==> config.mk <==
export PLATFORM = sky130hd
export DESIGN_NAME = mcu_spi_slave
export DESIGN_NICKNAME = d
export VERILOG_FILES = /design/src/rtl/mcu_spi_slave.sv
export SDC_FILE = /design/constraint.sdc
export NUM_CORES = 1
export LEC_CHECK = 0
export BUFFER_PORTS_ARGS = -buffer_cell sky130_fd_sc_hd__buf_2
export CORE_UTILIZATION = 40
export CTS_CLUSTER_DIAMETER = 150
export DETAILED_ROUTE_END_ITERATION = 6
export GPL_ROUTABILITY_DRIVEN = 0
export PLACE_DENSITY = 0.66
export SYNTH_ARGS = -nofsm -noshare
export SYNTH_HDL_FRONTEND = slang
export SYNTH_SLANG_ARGS = --single-unit
==> constraint.sdc <==
create_clock -name clk -period 2.26 [get_ports clk]
set_input_delay 0.565 -clock clk [delete_from_list [all_inputs] [get_ports clk]]
set_output_delay 0.565 -clock clk [all_outputs]
set_load 0.02 [all_outputs]
==> src/rtl/mcu_spi_slave.sv <==
// -----------------------------------------------------------------------------
// mcu_spi_slave
//
// SPI mode-0 slave front end that sits between the board MCU's SPI master and
// the system control byte interface. The three SPI pins are brought into the
// clk domain through flop synchronisers. Received bits are assembled into
// bytes that are presented with a one-clk strobe and a frame-start flag. A
// response byte taken from data_out is shifted back to the MCU, MSB first.
//
// Handshake: data_in_strobe is a single-clk pulse. data_in is valid in that
// clk and stays unchanged until the next pulse. data_in_start is high only
// together with the strobe of the first byte of a frame. There is no
// back-pressure; the consumer must accept every strobe. data_out is sampled
// at the SCK falling edge that ends each byte and becomes the next response
// byte.
//
// Parameters:
//   SYNC_STAGES    number of synchroniser flops per SPI input (>= 2)
//
// Ports:
//   clk            system clock, rising edge
//   reset_n        asynchronous active-low reset
//   spi_ss_n       slave select from the MCU, active low (async)
//   spi_sck        SPI clock from the MCU, CPOL=0 / CPHA=0 (async)
//   spi_mosi       master-to-slave data, MSB first (async)
//   spi_miso       slave-to-master data, MSB first
//   data_in_strobe one-clk pulse when a received byte is on data_in
//   data_in_start  high with data_in_strobe for the first byte of a frame
//   data_in        last received byte
//   data_out       response byte for the next byte slot
// -----------------------------------------------------------------------------
module mcu_spi_slave #(
    parameter int SYNC_STAGES = 2
) (
    input  logic       clk,
    input  logic       reset_n,
    input  logic       spi_ss_n,
    input  logic       spi_sck,
    input  logic       spi_mosi,
    output logic       spi_miso,
    output logic       data_in_strobe,
    output logic       data_in_start,
    output logic [7:0] data_in,
    input  logic [7:0] data_out
);

    // A single synchroniser stage is not safe against metastability, and the
    // shift expressions below need at least two stages.
    if (SYNC_STAGES < 2) begin : g_bad_sync_stages
        $error("mcu_spi_slave: SYNC_STAGES must be at least 2");
    end

    // -------------------------------------------------------------------------
    // Input synchronisers
    // -------------------------------------------------------------------------
    logic [SYNC_STAGES-1:0] ss_sync;
    logic [SYNC_STAGES-1:0] sck_sync;
    logic [SYNC_STAGES-1:0] mosi_sync;

    // fill marks how many synchroniser stages have been reloaded from the
    // pins since reset. Until the last stage holds a real pin sample, the
    // synchronised SS is only its reset value. It must not be mistaken for an
    // idle bus, so that a frame already running when reset was released gets
    // no strobes.
    logic [SYNC_STAGES-1:0] fill;

    logic sck_d;
    logic ss_s;
    logic sck_s;
    logic mosi_s;
    logic sck_rise;
    logic sck_fall;

    always_ff @(posedge clk or negedge reset_n) begin
        if (!reset_n) begin
            ss_sync   <= '1;
            sck_sync  <= '0;
            mosi_sync <= '0;
            fill      <= '0;
            sck_d     <= 1'b0;
        end else begin
            ss_sync   <= {ss_sync[SYNC_STAGES-2:0], spi_ss_n};
            sck_sync  <= {sck_sync[SYNC_STAGES-2:0], spi_sck};
            mosi_sync <= {mosi_sync[SYNC_STAGES-2:0], spi_mosi};
            fill      <= {fill[SYNC_STAGES-2:0], 1'b1};
            sck_d     <= sck_sync[SYNC_STAGES-1];
        end
    end

    assign ss_s     = ss_sync[SYNC_STAGES-1];
    assign sck_s    = sck_sync[SYNC_STAGES-1];
    assign mosi_s   = mosi_sync[SYNC_STAGES-1];
    assign sck_rise = sck_s & ~sck_d;
    assign sck_fall = ~sck_s & sck_d;

    // -------------------------------------------------------------------------
    // Frame-control FSM
    //   ST_WAIT  : after reset, waiting for a genuine high level on SS
    //   ST_IDLE  : SS high, bus idle; SCK ignored
    //   ST_FRAME : SS low, bits are shifted in and out
    // -------------------------------------------------------------------------
    typedef enum logic [1:0] {
        ST_WAIT  = 2'd0,
        ST_IDLE  = 2'd1,
        ST_FRAME = 2'd2
    } state_t;

    state_t state;
    state_t state_next;
    logic   frame_start;
    logic   frame_end;
    logic   rx_take;
    logic   tx_take;

    always_ff @(posedge clk or negedge reset_n) begin
        if (!reset_n) begin
            state <= ST_WAIT;
        end else begin
            state <= state_next;
        end
    end

    always_comb begin
        state_next  = state;
        frame_start = 1'b0;
        frame_end   = 1'b0;
        rx_take     = 1'b0;
        tx_take     = 1'b0;
        case (state)
            ST_WAIT: begin
                if (fill[SYNC_STAGES-1] && ss_s) begin
                    state_next = ST_IDLE;
                end
            end
            ST_IDLE: begin
                // IDLE is only entered with SS high, so seeing it low here is
                // the 1->0 edge. Any SCK edge in this same clk is dropped.
                if (!ss_s) begin
                    state_next  = ST_FRAME;
                    frame_start = 1'b1;
                end
            end
            ST_FRAME: begin
                if (ss_s) begin
                    state_next = ST_IDLE;
                    frame_end  = 1'b1;
                end else begin
                    rx_take = sck_rise;
                    tx_take = sck_fall;
                end
            end
            default: begin
                state_next = ST_WAIT;
            end
        endcase
    end

    // -------------------------------------------------------------------------
    // Shift datapath
    // -------------------------------------------------------------------------
    logic [2:0] bit_cnt;
    logic       first_byte;
    logic [7:0] rx_shift;
    logic [7:0] tx_shift;
    logic [7:0] rx_next;

    assign rx_next = {rx_shift[6:0], mosi_s};

    always_ff @(posedge clk or negedge reset_n) begin
        if (!reset_n) begin
            bit_cnt        <= 3'd0;
            first_byte     <= 1'b1;
            rx_shift       <= 8'h00;
            tx_shift       <= 8'h00;
            spi_miso       <= 1'b0;
            data_in        <= 8'h00;
            data_in_strobe <= 1'b0;
            data_in_start  <= 1'b0;
        end else begin
            data_in_strobe <= 1'b0;
            data_in_start  <= 1'b0;
            if (frame_start) begin
                bit_cnt    <= 3'd0;
                first_byte <= 1'b1;
                tx_shift   <= 8'h00;
                spi_miso   <= 1'b0;
            end else if (frame_end) begin
                // Partial byte is dropped. data_in keeps the last full byte.
                bit_cnt    <= 3'd0;
                first_byte <= 1'b1;
                spi_miso   <= 1'b0;
            end else if (rx_take) begin
                rx_shift <= rx_next;
                bit_cnt  <= bit_cnt + 3'd1;
                if (bit_cnt == 3'd7) begin
                    data_in        <= rx_next;
                    data_in_strobe <= 1'b1;
                    data_in_start  <= first_byte;
                    first_byte     <= 1'b0;
                end
            end else if (tx_take) begin
                if (bit_cnt == 3'd0) begin
                    // Falling edge right after a completed byte: capture the
                    // response for the next byte slot.
                    tx_shift <= data_out;
                    spi_miso <= data_out[7];
                end else begin
                    tx_shift <= {tx_shift[6:0], 1'b0};
                    spi_miso <= tx_shift[6];
                end
            end
        end
    end

endmodule
## After elaboration in Yosys (flattened, before gate mapping)

Cells that the tools add are included.

- Bits in registers: 40
- Bits of input ports: 13
- Word-level logic and storage cells: 80

- $add $sub $neg: 1
- Equality and inequality tests: 9
- Muxes and demuxes: 37
- Bitwise operators: 6
- Reduce and logical (&&, ||, !) cells: 13

Operators with widths:

| cell | number |
|---|---|
| two-way mux 7 bit | 5 |
| two-way mux 1 bit | 25 |
| != test 2 bit (second input constant) | 5 |
| two-way mux 3 bit | 3 |
| AND reduction 3 bit | 3 |
| nonzero test 3 bit | 3 |
| two-way mux 2 bit | 3 |
| one-hot mux 2 bit (3 select lines) | 1 |
| inverter 1 bit | 4 |
| AND reduction 2 bit | 2 |
| AND reduction 4 bit | 1 |
| adder 3 x 1 -> 3 bit (second input constant) | 1 |
| == test 3 bit (second input constant) | 1 |
| logical NOT 3 bit | 1 |
| != test 3 bit (second input constant) | 1 |
| bitwise AND 1 bit | 2 |
| == test 2 x 1 -> 1 bit (second input constant) | 1 |
| == test 2 bit (second input constant) | 1 |
| logical NOT 2 bit | 1 |
| nonzero test 2 bit | 1 |
| logical AND 1 bit | 1 |

## Logic depth before layout (Yosys ltp)

Gate-level depths: netlist of run 1.

- Word-level depth: 8
- Mapped depth: 6
- Gate-level depth less buffers: 5

## Worst setup path before layout of run 1

No wires, ideal clock.

- Path kind: reg-to-reg
- From: reg state[0]
- To: reg data_in[0]
- Data arrival time: 1,327 ps
- Slack: 808 ps
- Cell stages (with the launch flop): 4
- Buffers on the path: 0
- Period minus slack after synthesis: 1,452 ps
- Path through: dfrtp_1 or3b_4 nor2_8 mux2_2

- Cells in the longest elaborated chain, start to end: 4
- Elaborated cells between the ends (all ways): 8
- Those cells by class: 2 x eq/ne; 3 x mux; 2 x bitwise; 1 x reduce/logical

RTL lines:

| item | RTL line | source |
|---|---|---|
| from (decl) | 108 | `state_t state;` |
| from (signal assigned) | 119 | `state <= state_next;` |
| == test 2 bit / == test 2 x 1 -> 1 bit (equally long branches) | 129 | `case (state)` |
| two-way mux 1 bit | 129 |  |
| inverter 1 bit (no line) | -- |  |
| AND reduction 4 bit (no line) * | -- |  |
| to (signal assigned) | 196 | `data_in <= rx_next;` |
| to (decl) | 43 | `output logic [7:0] data_in,` |

Mark *: on every way between the ends. The rest lies on a longest branch, timed or not.
A chain may end at the register's enable or synchronous reset.

## Worst setup path in the final report of run 1

- From: reg state[1]
- To: reg data_in[3]

The elaborated chain is that of the path after synthesis.

==> results of run 1 <==
==> power groups by stage <==
stage               registers, uW  logic, uW  clock network (uW)
floorplan                     782       81.3                   0
global placement              795        111                   0
detailed placement            797        115                   0
CTS                           783        115                 514
global route                  790        127                 546
finish                        784        112                 493
==> cells by family (layout without fill, tap and decap cells) <==
logic type               Yosys count  count (layout)
other                              1               1
flip-flops                        40              40
AO/OA/AOI/OAI                     21              21
buffers and inverters              8              38
adder cells (fa/ha/maj)            3               3
AND/OR/NAND/NOR                   25              25
multiplexers                      23              23
==> cell usage in the layout, fill, tap and decap left out, types with 2 or more instances in the layout <==
cell and count:
sky130_fd_sc_hd__dfrtp_1 37, sky130_fd_sc_hd__buf_2 23, sky130_fd_sc_hd__mux2_2 15, sky130_fd_sc_hd__nand2_1 8
sky130_fd_sc_hd__mux2i_1 8, sky130_fd_sc_hd__o2bb2ai_1 7, sky130_fd_sc_hd__clkbuf_8 6, sky130_fd_sc_hd__inv_1 4
sky130_fd_sc_hd__nor2b_1 4, sky130_fd_sc_hd__ha_1 3, sky130_fd_sc_hd__dfstp_2 3, sky130_fd_sc_hd__buf_4 3
sky130_fd_sc_hd__nor3_1 2, sky130_fd_sc_hd__o21a_1 2, sky130_fd_sc_hd__o211ai_1 2, sky130_fd_sc_hd__o311ai_0 2
sky130_fd_sc_hd__nor2_1 2
==> path summary, 6_finish.rpt <==
path	start	end	slack, ps	cells past startpoint
setup / recovery	state[1]$_DFFE_PN0P_	data_in[3]$_DFFE_PN0P_	540	3
hold / removal	reset_n	data_in_start$_DFF_PN0_	260	1
setup reg to reg	state[1]$_DFFE_PN0P_	data_in[3]$_DFFE_PN0P_	540	3
hold reg to reg	sck_sync[0]$_DFF_PN0_	sck_sync[1]$_DFF_PN0_	350	0
max in group asynchronous	reset_n	first_byte$_DFFE_PN1P_	1390	2
min in group clk	sck_sync[0]$_DFF_PN0_	sck_sync[1]$_DFF_PN0_	350	0
==> per-layer routing <==
metal / track usage / up-vias
met1: 0.180 / 505
li1: - / 494
met4: 0.0745 / 0
met2: 0.207 / 31
met5: 0 / -
met3: 0.0448 / 7
==> sequential cells by signal, indices dropped and copies added (netlist names), 2 cells and up <==
signal,count
mosi_sync,2
sck_sync,2
data_in,8
state,2
tx_shift,7
rx_shift,7
fill,2
bit_cnt,3
ss_sync,2
==> worst reg2reg max path, stage by stage, from the launching register on <==
cell                      delay [ps]
sky130_fd_sc_hd__dfrtp_1         570
sky130_fd_sc_hd__or3b_4          470
sky130_fd_sc_hd__nor2_8          210
sky130_fd_sc_hd__mux2_2          360
==> area by class of cell <==
| type | instances | share of cell area |
|---|---|---|
| well taps | 48 | 0.0312 |
| flip-flops and latches | 40 | 0.521 |
| multi-input cells | 73 | 0.318 |
| clock buffers | 6 | 0.0429 |
| inverters | 4 | 0.00779 |
| clock inverters | 2 | 0.00714 |
| repair buffers | 26 | 0.0714 |
==> stage by stage <==
stage          setup slack [ps]  utilization  hold slack, ps  area [um2]  power (uW)
4_1_cts                     547        0.507             270        1930        1410
6_report                    536        0.507             258        1930        1390
3_3_place_gp                602        0.482             334        1830         905
5_1_grt                     471        0.507             305        1930        1460
2_1_floorplan               808            -             269        1650         863
3_5_place_dp                561        0.482             338        1830         912
==> impl.org, run 1 <==
** Status
- The flow ran to the end, and the final reports show no timing, DRC or antenna violations.

** STA
- Setup repair after global routing left no endpoint under its margin.
- Max Fclk :: 580 MHz
- Count of final max-slew check failures :: 0
- Portion of the clock cycle consumed by the worst path in the final layout :: 0.763
- The final count of hold timing violations came to 0.
- Time the worst path needs with I/O delays and setup :: 1720 ps
- Clock skew on the completed layout was measured at 6.09 ps.
- At the pin with the least slew margin, the transition time is 562 ps.
- Summed over all failing endpoints, the final setup total negative slack is 0 ps.
- In this run the tightest slew margin relative to its limit is 0.626.
- Setup violation total in the final timing report :: 0

** Die
- In this run the horizontal extent of the chip is 66.2 um.
- The floorplan step defined a die boundary enclosing 4380 um2.
- IO Pins :: 24
- For this configuration, the core starts out at a cell density of 0.434.
- Core area :: 3800 um2
- Row generation in the floorplan step produced 22 rows.
- The floorplan step set the die height to 66.2 um.

** Worst setup path
- Among cell families on the critical path, the largest total delay comes from simple AND/OR/NAND/NOR gates.
- Arrival @ worst endpoint :: 1900 ps
- Traced cell by cell, the critical path runs through or3b_4 -> nor2_8 -> mux2_2.
- The largest single stage delay on the critical path is 570 ps.
- Along the worst path, the maximum fanout reaches 15.
- Data on the critical path is required at its endpoint by 2440 ps.
- Crit Path Category :: flip-flop to flip-flop
- Buffers and inverters on the worst path :: 0
- Worst setup SP type :: flip-flop
- CP max stage cell :: sky130_fd_sc_hd__dfrtp_1
- STA classifies the critical path endpoint as a flip-flop.

** Detailed routing
- Wirelength, routed :: 2.65 mm
- After detailed routing, the number of remaining DRC violations is 0.
- Routed length on met3 :: 170 um
- After detailed routing, no signal wire sits above met4.
- Number of vias after detailed routing :: 1,037
- Antenna-violating nets left :: 0
- Post-detailed-route via-to-cell ratio :: 5.21
- After detailed routing, the wire length on met1 is 1.26 mm.
- WL met2 :: 1.18 mm
- After detailed routing, the average wire length per cell comes to 13.3 um.
- Count of TritonRoute iterations in the first routing pass :: 4
- In this run, the number of DRC markers left after iteration 0 of detailed routing was 25.

** Synthesis
- The average instance in the mapped netlist occupies 13.6 um2.
- Counting distinct cell types in the post-synthesis netlist gives 34.
- Multiplexer share of the synthesized area :: 0.151
- Among all cell types in the netlist, the one instantiated most often is sky130_fd_sc_hd__dfrtp_1.
- List of most frequent post-synthesis cells :: sky130_fd_sc_hd__dfrtp_1 (37), sky130_fd_sc_hd__mux2_2 (15), sky130_fd_sc_hd__mux2i_1 (8), sky130_fd_sc_hd__nand2_1 (8), sky130_fd_sc_hd__o2bb2ai_1 (7)
- The synthesized design spends more area on one cell type than any other, namely sky130_fd_sc_hd__dfrtp_1.
- The share of synthesized area in the top cell type comes to 0.561.
- Seq/Total Area, Yosys :: 0.609
- Synthesized-area fraction occupied by adder cells :: 0.0228
- Ranking of synthesized cells by area :: sky130_fd_sc_hd__dfrtp_1 (56%), sky130_fd_sc_hd__mux2_2 (10%), sky130_fd_sc_hd__mux2i_1 (4.9%)
- Count of state elements after synthesis :: 40
- In this run, synthesis inferred 0 flip-flops with an integrated enable.
- Main combinational cell family by area after synthesis :: multiplexers
- Cell count after synthesis :: 121
- Among all flip-flop cells after synthesis, the most frequent one is sky130_fd_sc_hd__dfrtp_1.
- Of the total synthesized cell area, the portion taken by XOR and XNOR cells is 0.
- Cell area after synthesis :: 1650 um2
- The Yosys step of the flow raised 0 warnings.
- Synthesized net count :: 137
- Area share of and/or/nand/nor cells after synthesis :: 0.0956
- The complex-gate fraction of the synthesized area was 0.100.
- After synthesis, the share of flip-flops with an asynchronous set or reset is 1.00.

** Final layout
- Filler cell count :: 359
- The number of antenna diodes in the final layout is 0.
- Relative to the synthesized area, the layout overhead comes to 16.8%.
- Registers take 1000 um2.
- In the final layout, the share of cells above drive strength 1 is 0.358.
- Layout net count :: 166
- Multi-input gate area :: 613 um2
- Leaving out filler cells and counting taps, the final layout contains 199.

** Clock tree
- Clock root buffer master :: sky130_fd_sc_hd__clkbuf_8
- Total of hold buffers inserted after clock tree synthesis :: 0
- Clock Tree Buf Depth :: 2
- Cts bufs inserted :: 5
- The H-tree was split into 2 levels.
- Clock-pin slew was measured on the worst setup and hold paths at 80 ps.
- The clock net in this run drives a total of 40 sinks.
- Gates resized during post-CTS repair numbered 0.
- At the later pin of the worst-skew pair, clock insertion delay measures 290 ps.
- TritonCTS clock tree :: done
- Post-CTS setup-driven buffer insertion count :: 0

** GRT
- Global-route wire length before repair :: 4.49 mm
- Largest net degree at the start of global routing :: 28
- Final global-route overflow total :: 0
- For this run, the total global-route usage over all layers was measured as 0.139.
- The via count of the first global-routing pass came to 1,013.
- Number of antenna violations at the first check in global routing :: 0

** Power and ir drop
- The share of total power dissipated in the clock network is 0.355.
- Of the total power, the share spent switching nets is 0.241.
- Dividing total power by cell area gives a power density of 721 nW/um2.
- Switching power of the nets :: 334 uW
- Cell Int Power :: 1050 uW
- The analysis attributes to cell leakage a power of 0.00102 uW.
- Of the total power, registers draw 0.564.
- Comb power frac :: 0.080
- Maximum ir drop on the vdd rail :: 0.404 mV

** Placed design
- Port bufs :: 23
- Detail Placement HPWL :: 1.87 mm
- In this run, placement finished with an instance count of 191.

** Job
- The tool flagged a number of max-cap violations equal to 0.

** Hold path
- In this run the worst hold path is classified as input port to asynchronous set/reset pin.
Power figures use the tool's default switching activity.
==> run 2, diff against run 1 <==
Clock period 2.26 ns to 1.7 ns, I/O delays scaled along.
==> run 2 against run 1 <==
Hold slack lost 190 ps; combinational power up 60%; sequential share of layout area decreased by 1.3 points; critical path depth is 2 higher; global-route usage rose by 1.2 points; clock power is 58% higher; register-to-register slack worse by 420 ps; flip-flop and latch count unchanged; total power increased by 43%; largest power group unchanged.
==> impl.org, run 2 (same netlist as run 1, synthesis figures left out) <==
** Status
- Result of the run :: completed (unchanged)

** Worst setup path
- The count of buffering cells on the critical path with inverters included is 0 (unchanged).
- The stage delay of the slowest cell on the critical path was 380 ps (was 570 ps).
- The setup slack of the most critical reg-to-reg path was 120 ps (was 540 ps).
- Crit Path Category :: flip-flop to flip-flop (unchanged)
- The capture instance of the worst register-to-register path was data_in[6]$_DFFE_PN0P_ (was data_in[3]$_DFFE_PN0P_).
- Largest fanout of any net on the critical path :: 10 (was 15)
- The reg-to-reg startpoint is bit_cnt[1]$_DFFE_PN0P_ (was state[1]$_DFFE_PN0P_).
- The startpoint kind of the worst setup timing path is a flip-flop (unchanged).
- Cell breakdown of the critical path :: ha_1 -> ha_1 -> nand3b_1 -> nor2_8 -> mux2_2 (was or3b_4 -> nor2_8 -> mux2_2)
- The master of the slowest instance on the critical path was sky130_fd_sc_hd__dfrtp_1 (unchanged).
- The worst endpoint data arrival time is 1770 ps (was 1900 ps).
- The required time of the critical path came to 1890 ps (was 2440 ps).
- The kind of capture point of the worst setup path is a flip-flop (unchanged).
- The critical path's top delay family was simple AND/OR/NAND/NOR gates (unchanged).
- Among the stages of the critical path, the cell type that occurs most often is sky130_fd_sc_hd__ha_1.
- Reg2reg path depth :: 5 (was 3)

** Die
- The number of top-level pins was 24 (unchanged).
- The initial cell density of the core was 0.434 (unchanged).
- The row count is 22 (unchanged).
- The die footprint was 4380 um2 (unchanged).
- The die span in x is 66.2 um (unchanged).
- The vertical die dimension was 66.2 um (unchanged).
- The area of the core came to 3800 um2 (unchanged).

** Power and ir drop
- The leakage power was 0.00104 uW (was 0.00102 uW).
- Power density normalized to cell area :: 1000 nW/um2 (was 721 nW/um2)
- Maximum ir drop on the vdd rail :: 0.610 mV (was 0.404 mV)

** Detailed routing
- The total number of vias is 1,044 (was 1,037).
- Wirelength, routed :: 2.81 mm (was 2.65 mm)
- DRC Markers :: 0 (unchanged)
- The count of TritonRoute iterations in the first routing pass was 4 (unchanged).
- The average detailed-routed wire length per instance came to 14.0 um (was 13.3 um).
- The number of routed nets with antenna violations is 0 (unchanged).
- Post-detailed-route via-to-cell ratio :: 5.19 (was 5.21)
- Detailed router's first-iteration violation count :: 30 (was 25)

** Placed design
- Detail Placement HPWL :: 2.06 mm (was 1.87 mm)
- The worst setup slack before clock tree synthesis is 126 ps (was 561 ps).
- Port bufs :: 23 (unchanged)
- Area post-placement :: 1860 um2 (was 1830 um2)
- Dpl cells :: 193 (was 191)

** Final layout
- The final instance area is 1980 um2 (was 1930 um2).
- Top flop regs :: data_in: 8 flops, rx_shift: 7 flops, tx_shift: 7 flops (unchanged)
- Top library cells by usage in the layout, fill and taps aside: sky130_fd_sc_hd__dfrtp_1 (37), sky130_fd_sc_hd__buf_2 (23), sky130_fd_sc_hd__mux2_2 (15) (unchanged).
- Number of antenna cells inserted :: 0 (unchanged)
- The flip-flop count of the largest register after layout is 8 (unchanged).
- The proportion of layout cells with a drive suffix above 1 was 0.373 (was 0.358).
- The most common library cell in the layout ignoring fill and taps was sky130_fd_sc_hd__dfrtp_1 (unchanged).
- The register with the highest flop count is data_in (unchanged).
- The area added between synthesis and finish came to 19.9% (was 16.8%).
- Final Instance Count excl. Fillers :: 201 (was 199)
- Layout net count :: 168 (was 166)

** GRT
- The via count of the first global-routing pass was 1,066 (was 1,013).
- The global-route usage over all layers came to 0.152 (was 0.139).
- The total grt overflow is 0 (unchanged).
- The maximum number of pins on one net before global-route repair came to 22 (was 28).
- Number of antenna violations at the first check in global routing :: 0 (unchanged)
- The global-route wire length before repair is 4.78 mm (was 4.49 mm).

** Clock tree
- The master cell of the clock root buffer was sky130_fd_sc_hd__clkbuf_8 (unchanged).
- H-tree depth reported by CTS :: 2 (unchanged)
- The number of sinks driven by the clock tree is 40 (unchanged).
- The maximum buffer depth of the clock tree is 2 (unchanged).
- The number of clock buffers inserted by TritonCTS was 5 (unchanged).
- The TritonCTS clock tree is done (unchanged).
- The clock latency on the worst-skew pair was 300 ps (was 290 ps).
- The clock input transition at the sequential cells of the worst setup and hold paths was 80 ps (about the same).

** Hold path
- Worst min path class :: input port to asynchronous set/reset pin (unchanged)

** STA
- Unrepaired setup endpoints after global routing :: false (unchanged)
- The setup TNS was 0 ps (unchanged).
- Number of hold violations in the final report :: 0 (unchanged)
- Portion of the clock cycle consumed by the worst path in the final layout :: 0.929 (was 0.763)
- The timing-limited maximum frequency was 633 MHz (was 580 MHz).
- Setup violation total in the final timing report :: 0 (unchanged)
- The worst path setup slack after routing came to 121 ps (was 536 ps).
- Time the worst path needs with I/O delays and setup :: 1580 ps (was 1720 ps)
- The max-slew violation total from the final report was 0 (unchanged).
- Worst Skew :: 4.79 ps (was 6.09 ps)
- Final-layout worst hold slack :: 68.6 ps (was 258 ps)

** Job
- Total of max-cap violations :: 0 (unchanged)
run 2: cell types whose count changed in the layout (fill, tap and decap cells not counted), sizes merged:
cell	previous run	this run
clkinv	1	2
inv	5	4
buf	26	28
clkbuf	6	5
bufinv	0	1
run 2: layout make-up:
class / count / area, um2
clock buffers: 5 / 68.8
inverters: 4 / 15.0
flip-flops and latches: 40 / 1000
fillers: 348 / 1820
multi-input cells: 73 / 616
well taps: 48 / 60.1
clock inverters: 3 / 47.5
repair buffers: 28 / 165
run 2: how the worst max path moves through the flow:
stage                           startpoint                      end  slack [ps]  depth (start not counted)
floorplan             state[0]$_DFFE_PN0P_   data_in[0]$_DFFE_PN0P_         250                          3
global placement    bit_cnt[0]$_DFFE_PN0P_   data_in[3]$_DFFE_PN0P_         160                          5
detailed placement  bit_cnt[1]$_DFFE_PN0P_   data_in[6]$_DFFE_PN0P_         130                          5
CTS                 bit_cnt[1]$_DFFE_PN0P_   data_in[6]$_DFFE_PN0P_         110                          5
global route          state[1]$_DFFE_PN0P_  rx_shift[0]$_DFFE_PN0P_          50                          4
finish              bit_cnt[1]$_DFFE_PN0P_   data_in[6]$_DFFE_PN0P_         120                          5
run 2: metal layers:
metal  wire [um]  global-route usage  part of all wire
met2        1310               0.240              0.47
met3         201              0.0586             0.072
met4          38              0.0585             0.014
met1        1260               0.187              0.45
met5           0                   0                 0
run 2: timing repair:
item	in CTS	in global routing
setup endpoints to repair	0	7
hold buffers	0	0
gates resized for setup	0	1
setup buffers	0	0
run 2: power breakdown:
| part | internal, uW | total [uW] | leakage, uW | switching (uW) |
|---|---|---|---|---|
| sequential | 997 | 1030 | 0.000527 | 29.1 |
| combinational | 83.3 | 179 | 0.000454 | 95.6 |
| clock | 442 | 779 | 0.0000583 | 338 |
run 2: through the flow:
stage                      util  power [uW]
after floorplan               -        1150
after global placement    0.489        1210
after detailed placement  0.489        1230
after CTS                 0.520        2010
after global routing      0.520        2080
final                     0.520        1980
run 2: worst reg2reg max path, delay by kind of cell, from the launching register on:
family	cells	cell delay, ps
AND/OR/NAND/NOR	2	430
flip-flops	1	380
multiplexers	1	360
adder cells (fa/ha/maj)	2	290
==> run 3, diff against run 2 <==
Settings changed: ABC_AREA from default to 1, PLACE_DENSITY 0.66 to 0.68.
Clock period 1.7 ns to 1.3 ns, I/O delays scaled along.
==> run 3 against run 2 <==
Synthesized cell count grew 52%; setup slack lost 52 ps; global-route usage grew 0.69 points; combinational power grew 34%; total power grew 21%; die area grew 3.5%; highest routed layer unchanged; via count grew 20%.
==> impl.org, run 3 <==
** Status
- Result of the run :: completed (unchanged)

** Synthesis
- Cell count after synthesis :: 184 (was 121)
- The number of synthesized register bits was 40 (unchanged).
- Post-synthesis average cell area :: 9.28 um2 (was 13.6 um2)
- Number of warnings issued by yosys :: 0 (unchanged)
- The dominant combinational cell family by area after synthesis is simple AND/OR/NAND/NOR gates (was multiplexers).
- The synthesized cell area came to 1710 um2 (was 1650 um2).
- The post-synthesis share of cell area spent on full adders, half adders and majority gates is 0.0220 (was 0.0228).
- Area share of and/or/nand/nor cells after synthesis :: 0.329 (was 0.0956)
- Xor and xnor area share after synthesis :: 0 (unchanged)
- The sequential cell area fraction in the yosys report came to 0.588 (was 0.609).
- Most instantiated flip-flop cell in the synthesis netlist :: sky130_fd_sc_hd__dfrtp_1 (unchanged)
- Library cell occupying the most area in the post-synthesis netlist :: sky130_fd_sc_hd__dfrtp_1 (unchanged)
- Synthesized net count :: 200 (was 137)
- Proportion of netlist area held by the largest area contributor :: 0.542 (was 0.561)
- Count of flip-flops with a built-in enable after synthesis :: 0 (unchanged)
- Async set-reset flop share out of synthesis :: 1.00 (unchanged)
- The share of synthesized area spent on multiplexers is 0 (was 0.151).
- Ranking of synthesized cells by area: sky130_fd_sc_hd__dfrtp_1 (54%), sky130_fd_sc_hd__nand2_1 (15%), sky130_fd_sc_hd__nand3_1 (11%) (was sky130_fd_sc_hd__dfrtp_1 (56%), sky130_fd_sc_hd__mux2_2 (10%), sky130_fd_sc_hd__mux2i_1 (4.9%)).
- Distinct cell type count after synthesis :: 21 (was 34)
- Compound-cell area share of the yosys netlist :: 0.00586 (was 0.100)
- List of most frequent post-synthesis cells :: sky130_fd_sc_hd__nand2_1 (66), sky130_fd_sc_hd__dfrtp_1 (37), sky130_fd_sc_hd__nand3_1 (37), sky130_fd_sc_hd__inv_1 (9), sky130_fd_sc_hd__nand4_1 (8) (was sky130_fd_sc_hd__dfrtp_1 (37), sky130_fd_sc_hd__mux2_2 (15), sky130_fd_sc_hd__mux2i_1 (8), sky130_fd_sc_hd__nand2_1 (8), sky130_fd_sc_hd__o2bb2ai_1 (7))
- Most used standard cell by instance count after synthesis :: sky130_fd_sc_hd__nand2_1 (was sky130_fd_sc_hd__dfrtp_1)

** Clock tree
- TritonCTS clock tree :: done (unchanged)
- The H-tree depth reported by CTS is 2 (unchanged).
- The number of sinks driven by the clock tree came to 40 (unchanged).
- Clock root buffer master :: sky130_fd_sc_hd__clkbuf_8 (unchanged)
- The maximum buffer depth of the clock tree is 2 (unchanged).
- Cts bufs inserted :: 5 (unchanged)
- The clock latency on the worst-skew pair was 290 ps (was 300 ps).
- Worst-path clk slew :: 80 ps (about the same)

** Detailed routing
- The total number of vias came to 1,258 (was 1,044).
- DRC Markers :: 0 (unchanged)
- DR WL/cell :: 11.8 um (was 14.0 um)
- Detailed router's first-iteration violation count :: 91 (was 30)
- The number of routed nets with antenna violations came to 0 (unchanged).
- Wirelength, routed :: 3.15 mm (was 2.81 mm)
- Post-detailed-route via-to-cell ratio :: 4.71 (was 5.19)
- The count of TritonRoute iterations in the first routing pass is 4 (unchanged).

** Die
- The area of the core is 4060 um2 (was 3800 um2).
- Effective utilization at floorplan :: 0.421 (was 0.434)
- Die area :: 4540 um2 (was 4380 um2)
- IO Pins :: 24 (unchanged)
- Die outline height :: 67.3 um (was 66.2 um)
- Number of rows in the core area :: 23 (was 22)
- The die span in x is 67.3 um (was 66.2 um).

** Final layout
- Top flop regs :: data_in: 8 flops, rx_shift: 7 flops, tx_shift: 7 flops (unchanged)
- Leading cell type in the layout, fill and taps excluded :: sky130_fd_sc_hd__nand2_1 (was sky130_fd_sc_hd__dfrtp_1)
- Layout net count :: 232 (was 168)
- Max FFs per register :: 8 (unchanged)
- The proportion of layout cells with a drive suffix above 1 is 0.244 (was 0.373).
- The area added between synthesis and finish was 19.3% (was 19.9%).
- Top library cells by usage in the layout, fill and taps aside: sky130_fd_sc_hd__nand2_1 (64), sky130_fd_sc_hd__nand3_1 (37), sky130_fd_sc_hd__dfrtp_1 (37) (was sky130_fd_sc_hd__dfrtp_1 (37), sky130_fd_sc_hd__buf_2 (23), sky130_fd_sc_hd__mux2_2 (15)).
- The final cell count without fillers came to 267 (was 201).
- Number of antenna cells inserted :: 0 (unchanged)
- The register with the highest flop count is data_in (unchanged).
- Post-route design area :: 2040 um2 (was 1980 um2)

** STA
- The number of endpoints failing setup at the final stage was 0 (unchanged).
- Max Fclk :: 812 MHz (was 633 MHz)
- The clock skew after layout came to 10.8 ps (was 4.79 ps).
- The worst hold margin is 135 ps (was 68.6 ps).
- Count of final max-slew check failures :: 0 (unchanged)
- Unrepaired setup endpoints after global routing :: true (was false)
- Portion of the clock cycle consumed by the worst path in the final layout :: 0.947 (was 0.929)
- The clock period minus worst slack is 1230 ps (was 1580 ps).
- Number of hold violations in the final report :: 0 (unchanged)
- The worst path setup slack after routing is 68.9 ps (was 121 ps).

** Power and ir drop
- The final total power came to 2410 uW (was 1980 uW).
- The maximum vdd drop came to 0.751 mV (was 0.610 mV).
- The power per cell area came to 1180 nW/um2 (was 1000 nW/um2).
- The leakage power came to 0.00114 uW (was 0.00104 uW).

** Worst setup path
- The peak fanout along the critical path was 6 (was 10).
- Reg2reg path depth :: 5 (unchanged)
- Crit Path Category :: flip-flop to flip-flop (unchanged)
- The kind of capture point of the worst setup path is a flip-flop (unchanged).
- CP max stage cell :: sky130_fd_sc_hd__dfrtp_1 (unchanged)
- Crit path required time :: 1490 ps (was 1890 ps)
- The startpoint kind of the worst setup timing path is a flip-flop (unchanged).
- Cell breakdown of the critical path :: ha_1 -> ha_4 -> clkbuf_2 -> nand4_1 -> nand2_1 (was ha_1 -> ha_1 -> nand3b_1 -> nor2_8 -> mux2_2)
- Delay of the slowest cell on the worst path :: 410 ps (was 380 ps)
- The worst endpoint data arrival time came to 1420 ps (was 1770 ps).

** Placed design
- Port bufs :: 23 (unchanged)
- The worst setup slack before clock tree synthesis came to -146 ps (was 126 ps).
- The placed cell count came to 255 (was 193).
- Detail Placement HPWL :: 2.01 mm (was 2.06 mm)
- The instance area after placement came to 1900 um2 (was 1860 um2).

** GRT
- The global-route usage over all layers came to 0.159 (was 0.152).
- The total grt overflow was 0 (unchanged).
- Largest net degree at the start of global routing :: 41 (was 22)
- The global-route wire length before repair was 5.20 mm (was 4.78 mm).
- The initial antenna violation count is 0 (unchanged).
- Number of global-route vias before repair :: 1,147 (was 1,066)

** Hold path
- Hold Path Stages :: 1
- Worst min path class :: input port to flip-flop (was input port to asynchronous set/reset pin)

** Job
- The max-cap check violation count was 0 (unchanged).
-- run 3: cell count changes in the layout (fill, tap and decap cells not counted), moves of 7 or more --
cell / previous run / this run
sky130_fd_sc_hd__nand3_1: 1 / 37
sky130_fd_sc_hd__nand4_1: 0 / 8
sky130_fd_sc_hd__mux2i_1: 8 / 0
sky130_fd_sc_hd__o2bb2ai_1: 7 / 0
sky130_fd_sc_hd__mux2_2: 15 / 0
sky130_fd_sc_hd__nand2_1: 7 / 64
-- run 3: final timing paths --
path | start | end | slack [ps]
max in group asynchronous | reset_n | ss_sync[0]$_DFF_PN1_ | 510
setup / recovery | bit_cnt[0]$_DFFE_PN0P_ | data_in[2]$_DFFE_PN0P_ | 70
hold reg to reg | fill[0]$_DFF_PN0_ | fill[1]$_DFF_PN0_ | 350
setup reg to reg | bit_cnt[0]$_DFFE_PN0P_ | data_in[2]$_DFFE_PN0P_ | 70
min in group asynchronous | reset_n | tx_shift[1]$_DFFE_PN0P_ | 520
hold / removal | spi_ss_n | ss_sync[0]$_DFF_PN1_ | 130
-- run 3: cell type report --
class	instances	area, um2
multi-input cells	126	633
inverters	10	37.5
well taps	50	62.6
repair buffers	33	215
fillers	399	2020
flip-flops and latches	40	1000
clock buffers	6	72.6
clock inverters	2	12.5
-- run 3: routing by layer --
layer | routed length [um] | global-route usage | share of wire
met2 | 1420 | 0.244 | 0.45
met1 | 1570 | 0.203 | 0.50
met5 | 0 | 0 | 0
met3 | 102 | 0.0557 | 0.032
met4 | 47 | 0.0638 | 0.015
-- run 3: power breakdown --
part	internal (uW)	total (uW)	leakage [uW]	switching [uW]
combinational	88.6	240	0.000569	151
sequential	1320	1360	0.000528	47.8
clock	375	801	0.0000412	426
-- run 3: kinds of logic (layout without fill, tap and decap cells) --
family	after synthesis	after routing
other	1	1
buffers and inverters	18	51
AO/OA/AOI/OAI	2	2
AND/OR/NAND/NOR	120	120
flip-flops	40	40
adder cells (fa/ha/maj)	3	3
-- run 3: stage by stage --
step / util / setup TNS (ps)
after global routing: 0.502 / -49.0
after CTS: 0.496 / 0
after global placement: 0.469 / -1140
final: 0.502 / 0
after detailed placement: 0.469 / -1240
after floorplan: - / 0
-- run 3: timing repair --
action	CTS	global route
resized for setup	3	2
setup buffers	0	3
setup endpoints to repair	13	20
hold endpoints to repair	36	0
hold buffers	1	0
-- run 3: critical path, delay by kind of cell (launching register included) --
family / cells / cell delay (ps)
fa+ha+maj: 2 / 440
buf+inv: 1 / 140
flops: 1 / 410
simple gates: 2 / 140
